## src/rtl/mips_pkg.sv

```systemverilog
// Shared MIPS pipeline definitions: PC-source selects, fetch sequencer states, reset vector.
package mips_pkg;

  localparam logic [2:0] PCSRC_PLUS4  = 3'd0;
  localparam logic [2:0] PCSRC_BRANCH = 3'd1;
  localparam logic [2:0] PCSRC_JUMP   = 3'd2;
  localparam logic [2:0] PCSRC_REG    = 3'd3;

  localparam logic [31:0] RESET_VECTOR = 32'h0000_3000;

  typedef enum logic [1:0] {
    FS_BOOT = 2'd0,
    FS_REQ  = 2'd1,
    FS_HOLD = 2'd2,
    FS_DROP = 2'd3
  } fetch_state_t;

  // Only branch/jump/register sources can redirect; anything else is treated as no redirect.
  function automatic logic redirect_ok(input logic vld, input logic [2:0] src);
    return vld && ((src == PCSRC_BRANCH) || (src == PCSRC_JUMP) || (src == PCSRC_REG));
  endfunction

endpackage

```

## src/rtl/fetch_ctrl.sv

```systemverilog
// Fetch sequencer: imem req/ack handshake, one-word decode-stall buffer, stale-fetch discard on redirect.
// Zero-wait memory gives one instruction per cycle; a decode stall parks the word in ibuf and halts the PC.
module fetch_ctrl
  import mips_pkg::*;
#(
  parameter int TIMEOUT = 255
) (
  input  logic        clk,
  input  logic        rst_n,
  output logic        imem_req,
  input  logic        imem_ack,
  input  logic [31:0] imem_rdata,
  input  logic        stall,
  input  logic        redirect_valid,
  input  logic [2:0]  redirect_src,
  output logic        pc_en,
  output logic [2:0]  pc_src,
  output logic        instr_valid,
  output logic [31:0] instr_out,
  output logic        err
);

  localparam int WW = $clog2(TIMEOUT + 1);
  localparam logic [WW-1:0] TMAX = WW'(TIMEOUT);

  fetch_state_t  state;
  logic [31:0]   ibuf;
  logic [2:0]    pend_src;
  logic [WW-1:0] wcnt;
  logic          err_q;
  logic          eff;
  logic [WW-1:0] wcnt_inc;

  assign eff      = redirect_ok(redirect_valid, redirect_src);
  assign imem_req = (state == FS_REQ) || (state == FS_DROP);
  assign err      = err_q;
  assign wcnt_inc = (wcnt == TMAX) ? wcnt : wcnt + WW'(1);

  always_comb begin
    pc_en       = 1'b0;
    pc_src      = PCSRC_PLUS4;
    instr_valid = 1'b0;
    instr_out   = 32'h0;
    case (state)
      FS_REQ: begin
        if (imem_ack) begin
          if (eff) begin
            pc_en  = 1'b1;
            pc_src = redirect_src;
          end else begin
            instr_valid = 1'b1;
            instr_out   = imem_rdata;
            pc_en       = !stall;
          end
        end
      end
      FS_HOLD: begin
        instr_valid = 1'b1;
        instr_out   = ibuf;
        if (eff) begin
          pc_en  = 1'b1;
          pc_src = redirect_src;
        end else begin
          pc_en = !stall;
        end
      end
      FS_DROP: begin
        // A redirect landing on the completing cycle supersedes the pending one.
        if (imem_ack) begin
          pc_en  = 1'b1;
          pc_src = eff ? redirect_src : pend_src;
        end
      end
      default: ;
    endcase
  end

  always_ff @(posedge clk or negedge rst_n) begin
    if (!rst_n) begin
      state    <= FS_BOOT;
      ibuf     <= 32'h0;
      pend_src <= PCSRC_PLUS4;
      wcnt     <= '0;
      err_q    <= 1'b0;
    end else begin
      case (state)
        FS_BOOT: state <= FS_REQ;
        FS_REQ: begin
          if (eff && !imem_ack) begin
            pend_src <= redirect_src;
            state    <= FS_DROP;
          end else if (imem_ack && !eff && stall) begin
            ibuf  <= imem_rdata;
            state <= FS_HOLD;
          end
        end
        FS_HOLD: begin
          if (eff || !stall) state <= FS_REQ;
        end
        FS_DROP: begin
          if (eff) pend_src <= redirect_src;
          if (imem_ack) state <= FS_REQ;
        end
        default: state <= FS_BOOT;
      endcase

      // Every exit from REQ/DROP happens on an ack, so clearing on "no wait" covers both cases.
      if (imem_req && !imem_ack) begin
        wcnt <= wcnt_inc;
        if (wcnt_inc == TMAX) err_q <= 1'b1;
      end else begin
        wcnt <= '0;
      end
    end
  end

endmodule

```

## config.mk

```make
export PLATFORM = sky130hd
export DESIGN_NAME = fetch_ctrl
export DESIGN_NICKNAME = d
export VERILOG_FILES = /design/src/rtl/mips_pkg.sv /design/src/rtl/fetch_ctrl.sv
export SDC_FILE = /design/constraint.sdc
export NUM_CORES = 1
export LEC_CHECK = 0
export ABC_AREA = 1
export CAP_MARGIN = 10
export CORE_MARGIN = 2
export CORE_UTILIZATION = 30
export DETAILED_ROUTE_END_ITERATION = 12
export DONT_BUFFER_PORTS = 1
export GPL_ROUTABILITY_DRIVEN = 0
export PLACE_DENSITY = 0.45
export SLEW_MARGIN = 20
export SYNTH_ARGS = -nofsm -noshare
export SYNTH_HDL_FRONTEND = slang
export SYNTH_SLANG_ARGS = --single-unit
```

## constraint.sdc

```tcl
create_clock -name clk -period 5.56 [get_ports clk]
set_clock_uncertainty 0.2 [all_clocks]
set_input_delay 1.112 -clock clk [delete_from_list [all_inputs] [get_ports clk]]
set_output_delay 1.112 -clock clk [all_outputs]
set_load 0.02 [all_outputs]
```

# Word level (Yosys, flattened, before mapping)
# Index checks and enable logic that the tools add are counted.
# op_classes
n_reduce_logical	18
addsub	1
n_bitwise	1
n_eq_ne	12
n_mux	24
# ops
op	count
$mux 32	2
$pmux 32 s2	1
$eq 8x8->1 const B	2
$mux 8	2
$mux 3	5
$pmux 3 s3	1
$add 8x1->8 const B	1
$mux 2	4
$pmux 2 s4	1
$eq 3x2->1 const B	2
$pmux 3 s2	1
$reduce_and 3->1	2
$logic_and 1x1->1	5
$mux 1	5
$eq 2x2->1 const B	2
$logic_or 1x1->1	4
$ne 2x2->1 const B	2
$reduce_and 2->1	2
$eq 3x1->1 const B	1
$logic_not 1->1	3
$ne 3x1->1 const B	1
$pmux 1 s3	1
$eq 2x1->1 const B	1
$logic_not 2->1	1
4 further kinds	4
# totals
wordCells	61
input_bits	40
out_inout_bits	39
ff_bits	46

# Depth between registers and ports, before layout
# depth
depth_word	10
depth_mapped	11
ltp_nobuf	11

# Worst setup path after synthesis
# OpenSTA, ideal clock, no wires.
# synth_timing
path_kind	input to output
startpoint	input redirect_src[0]
endpoint	output instr_out[23]
setup_slack_ns	2.177
t_required_ns	4.248
stages	8
path_buffers	1
arrival_time_ns	2.071
cell_sequence	inv_1 -> nand2_2 -> nand3_4 -> inv_4 -> nor2_8 -> buf_6 -> nand2_1 -> a21oi_1
# synth_via
elab_chain_cells	7
elab_cells_between_ends	9
classes_between	eq/ne: 3; mux: 3; reduce/logical: 3
# synth_rtl
element	line	rtl
from (decl)	fetch_ctrl.sv:15	input logic [2:0] redirect_src,
$eq 3x1->1 or $eq 3x2->1 (tied branches)	mips_pkg.sv:20	return vld && ((src == PCSRC_BRANCH) || (src == PCSRC_JUMP) || (src == PCSRC_REG));
$logic_or 1x1->1	mips_pkg.sv:20	
$logic_or 1x1->1 (*)	mips_pkg.sv:20	
$logic_and 1x1->1 (*)	mips_pkg.sv:20	
$mux 32 (*)	fetch_ctrl.sv:47	if (eff) begin
$mux 32 (*)	fetch_ctrl.sv:46	if (imem_ack) begin
$pmux 32 s2 (*)	fetch_ctrl.sv:44	case (state)
to (decl)	fetch_ctrl.sv:19	output logic [31:0] instr_out,
# Mark *: on every way between the ends. The rest lies on a longest branch, timed or not.

# Worst setup path in the final report
# layout_timing
startpoint	register state[0]
endpoint	output instr_out[21]
# layout_via
elab_chain_cells	2
elab_cells_between_ends	3
classes_between	eq/ne: 2; mux: 1
# layout_rtl
element	line	rtl
from (decl)	fetch_ctrl.sv:26	fetch_state_t state;
from (signal assigned)	fetch_ctrl.sv:80	state <= FS_BOOT;
from (signal assigned)	fetch_ctrl.sv:87	FS_BOOT: state <= FS_REQ;
from (signal assigned)	fetch_ctrl.sv:91	state <= FS_DROP;
$eq 2x2->1 or $eq 2x1->1 (tied branches)	fetch_ctrl.sv:44	
$pmux 32 s2 (*)	fetch_ctrl.sv:44	
# Marks and branches as above.

==> metrics <==
# port buffers=0; largest net degree at the start of global routing=between 40 and 50; HPWL Detailed=4490 um; asr flop ratio synth=1.00; worst-margin pin slew=around 1.0 ns; commonest cells in the netlist=nand2_1, dfrtp_1, o21ai_0; synth unique cells=26; Post-Synthesis Cells=360; CTS buffer count=5; GRT Residual Overflow=0; area leader, netlist=dfrtp_1; residual DRC count=0; crit path max fanout=33; Die Span Y=98.3 um; total number of vias=2,323; CORE AREA=roughly 8700 um2; WP data required=4.25 ns; critical path launch point type=register; die width=98.3 um; Yosys reg bits=between 40 and 50; CTS Buffer Depth=2; area grow syn2layout=5.02%; Leak Pwr=1.20 nW; clock-pin slew on the worst setup and hold paths=around 0.090 ns; routed wire length=6550 um; Period minus WS final=3.91 ns; outcome=finished, final reports clean; top-count cell post-synth=nand2_1; Post-Syn Nets=405; initial DRC count=84; post-synthesis cell area=2670 um2; Crit. End Element=output port; share of the synthesized area in the top cell type=0.432; register area share after synthesis=0.432; Layout Cells excl Fill=458; top_reg_cell synth=dfrtp_1; Tot GR Track Use=0.141; yosys synthesis warning count=0; worst skew pair latency=about 0.29 ns; post_cts resized=0; initial antenna violation count=0; Worst IR Drop VDD=0.125 mV; cts hold-fix bufs=0; share of layout cells above drive strength 1=0.0543; max-cap violations=0; CTS tree=built; WP data arrival=2.60 ns; area of the die=9650 um2; vias per inst=5.07; endpoints failing setup=0; DRT Pass-1 Iters=6; Avg Cell Area, Syn=7.40 um2; Ports=79; antenna diode count=0; Slew Limit Fails=0; row cnt=34; ANT nets after route=0; RSZ-0062 raised after global routing=no; Rel. slew slack=0.311; final setup TNS=0 ns; Sink Count=46; final hold vios=0; placed insts=450; Final period util=0.703; worst hold path type=in2async; top cells by area, synth=dfrtp_1, nand2_1, o21ai_0, a21oi_1, o21ai_1; Pwr per Cell Area=490 nW/um2; highest clock rate=256 MHz; final net count=roughly 390; root buffer cell=clkbuf_8; global-route wire length before repair=around 11,000 um; # H-tree levels=2; Post-CTS Setup Bufs=0; WL/cell=14.3 um; EDFF count, synth=0; initial cell density of the core=0.307; number of global-route vias before repair=approximately 2,300; crit path kind=reg2out
[registers in the layout, summed over array words and instances (netlist names)]
signal,count
err,1
ibuf,32
pend_src,3
state,2
wcnt,8
[path summary, 6_finish.rpt]
check	slack (ns)	start	cells past startpoint	end
max	1.65	state[0]$_DFFE_PN0P_	4	instr_out[21]
min	0.30	rst_n	0	ibuf[29]$_DFFE_PN0P_
max reg2reg	3.39	state[0]$_DFFE_PN0P_	9	state[0]$_DFFE_PN0P_
min reg2reg	0.30	pend_src[0]$_DFFE_PN0P_	2	pend_src[0]$_DFFE_PN0P_
max in group asynchronous	4.76	rst_n	0	wcnt[7]$_DFF_PN0_
min in group clk	0.30	pend_src[0]$_DFFE_PN0P_	2	pend_src[0]$_DFFE_PN0P_
[logic make-up (layout without fill, tap and decap cells)]
group / Yosys count / in the layout / synth area share
and+or+nand+nor: 148 / 148 / 0.246
AOI/OAI and AO/OA: 115 / 115 / 0.219
DFF: 46 / 46 / 0.432
buffers and inverters: 43 / 33 / 0.0704
adders and majority gates: 5 / 5 / 0.0235
xor gates and xnor gates: 3 / 3 / 0.00986
[final cells by class]
cell class	instances	area (um2)
Multi-Input combinational cell	271	1330
Inverter	24	92.6
Clock inverter	2	13.8
Timing Repair Buffer	1	7.51
Fill cell	973	5880
Clock buffer	6	72.6
Sequential cell	46	1150
Tap cell	108	135
[per-layer routing]
metal | wire [um] | vias to the layer above | part of all wire | global-route usage
met5 | 0 | - | 0 | 0
met4 | 16 | 0 | 0.0024 | 0.0316
met2 | 3190 | 53 | 0.49 | 0.240
met1 | 3060 | 1102 | 0.47 | 0.188
li1 | - | 1166 | - | -
met3 | 281 | 2 | 0.043 | 0.0265
[where the power goes]
group          switching (mW)  leakage (nW)  internal [mW]  total, mW
clock network           0.114        0.0452         0.0889      0.203
logic                   0.463         0.572          0.156      0.619
registers              0.0736         0.580          0.475      0.549
[worst max-delay path: stages (launching register included)]
cell and delay (ns):
dfrtp_1 0.41, inv_1 0.09, ha_1 0.28, clkinv_1 0.72
a21oi_1 0.79
[metrics by stage]
stage / hold WS, ns / total power, mW / worst slack [ns] / cell area [um2] / utilization
after floorplan: 0.249 / 1.06 / 2.18 / 2670 / -
after global placement: 0.274 / 1.18 / 1.81 / 2710 / 0.313
after detailed placement: 0.276 / 1.18 / 1.79 / 2710 / 0.313
after CTS: 0.281 / 1.39 / 1.79 / 2800 / 0.323
after global routing: 0.272 / 1.51 / 1.41 / 2800 / 0.323
final: 0.297 / 1.37 / 1.65 / 2800 / 0.323
[placed cells by master (no fill, tap or decap), types with 2 or more instances in the layout]
master / n
nand3b_1: 3
o21ai_0: 45
nor2_4: 2
ha_1: 5
dfrtp_1: 46
nand3_1: 10
nand2_1: 115
xnor2_1: 2
a21oi_1: 42
nand2_2: 2
inv_1: 22
o21ai_1: 25
clkbuf_8: 5
nand2_4: 3
nor2_1: 10
Note: power is estimated with default switching activity, not from simulation.
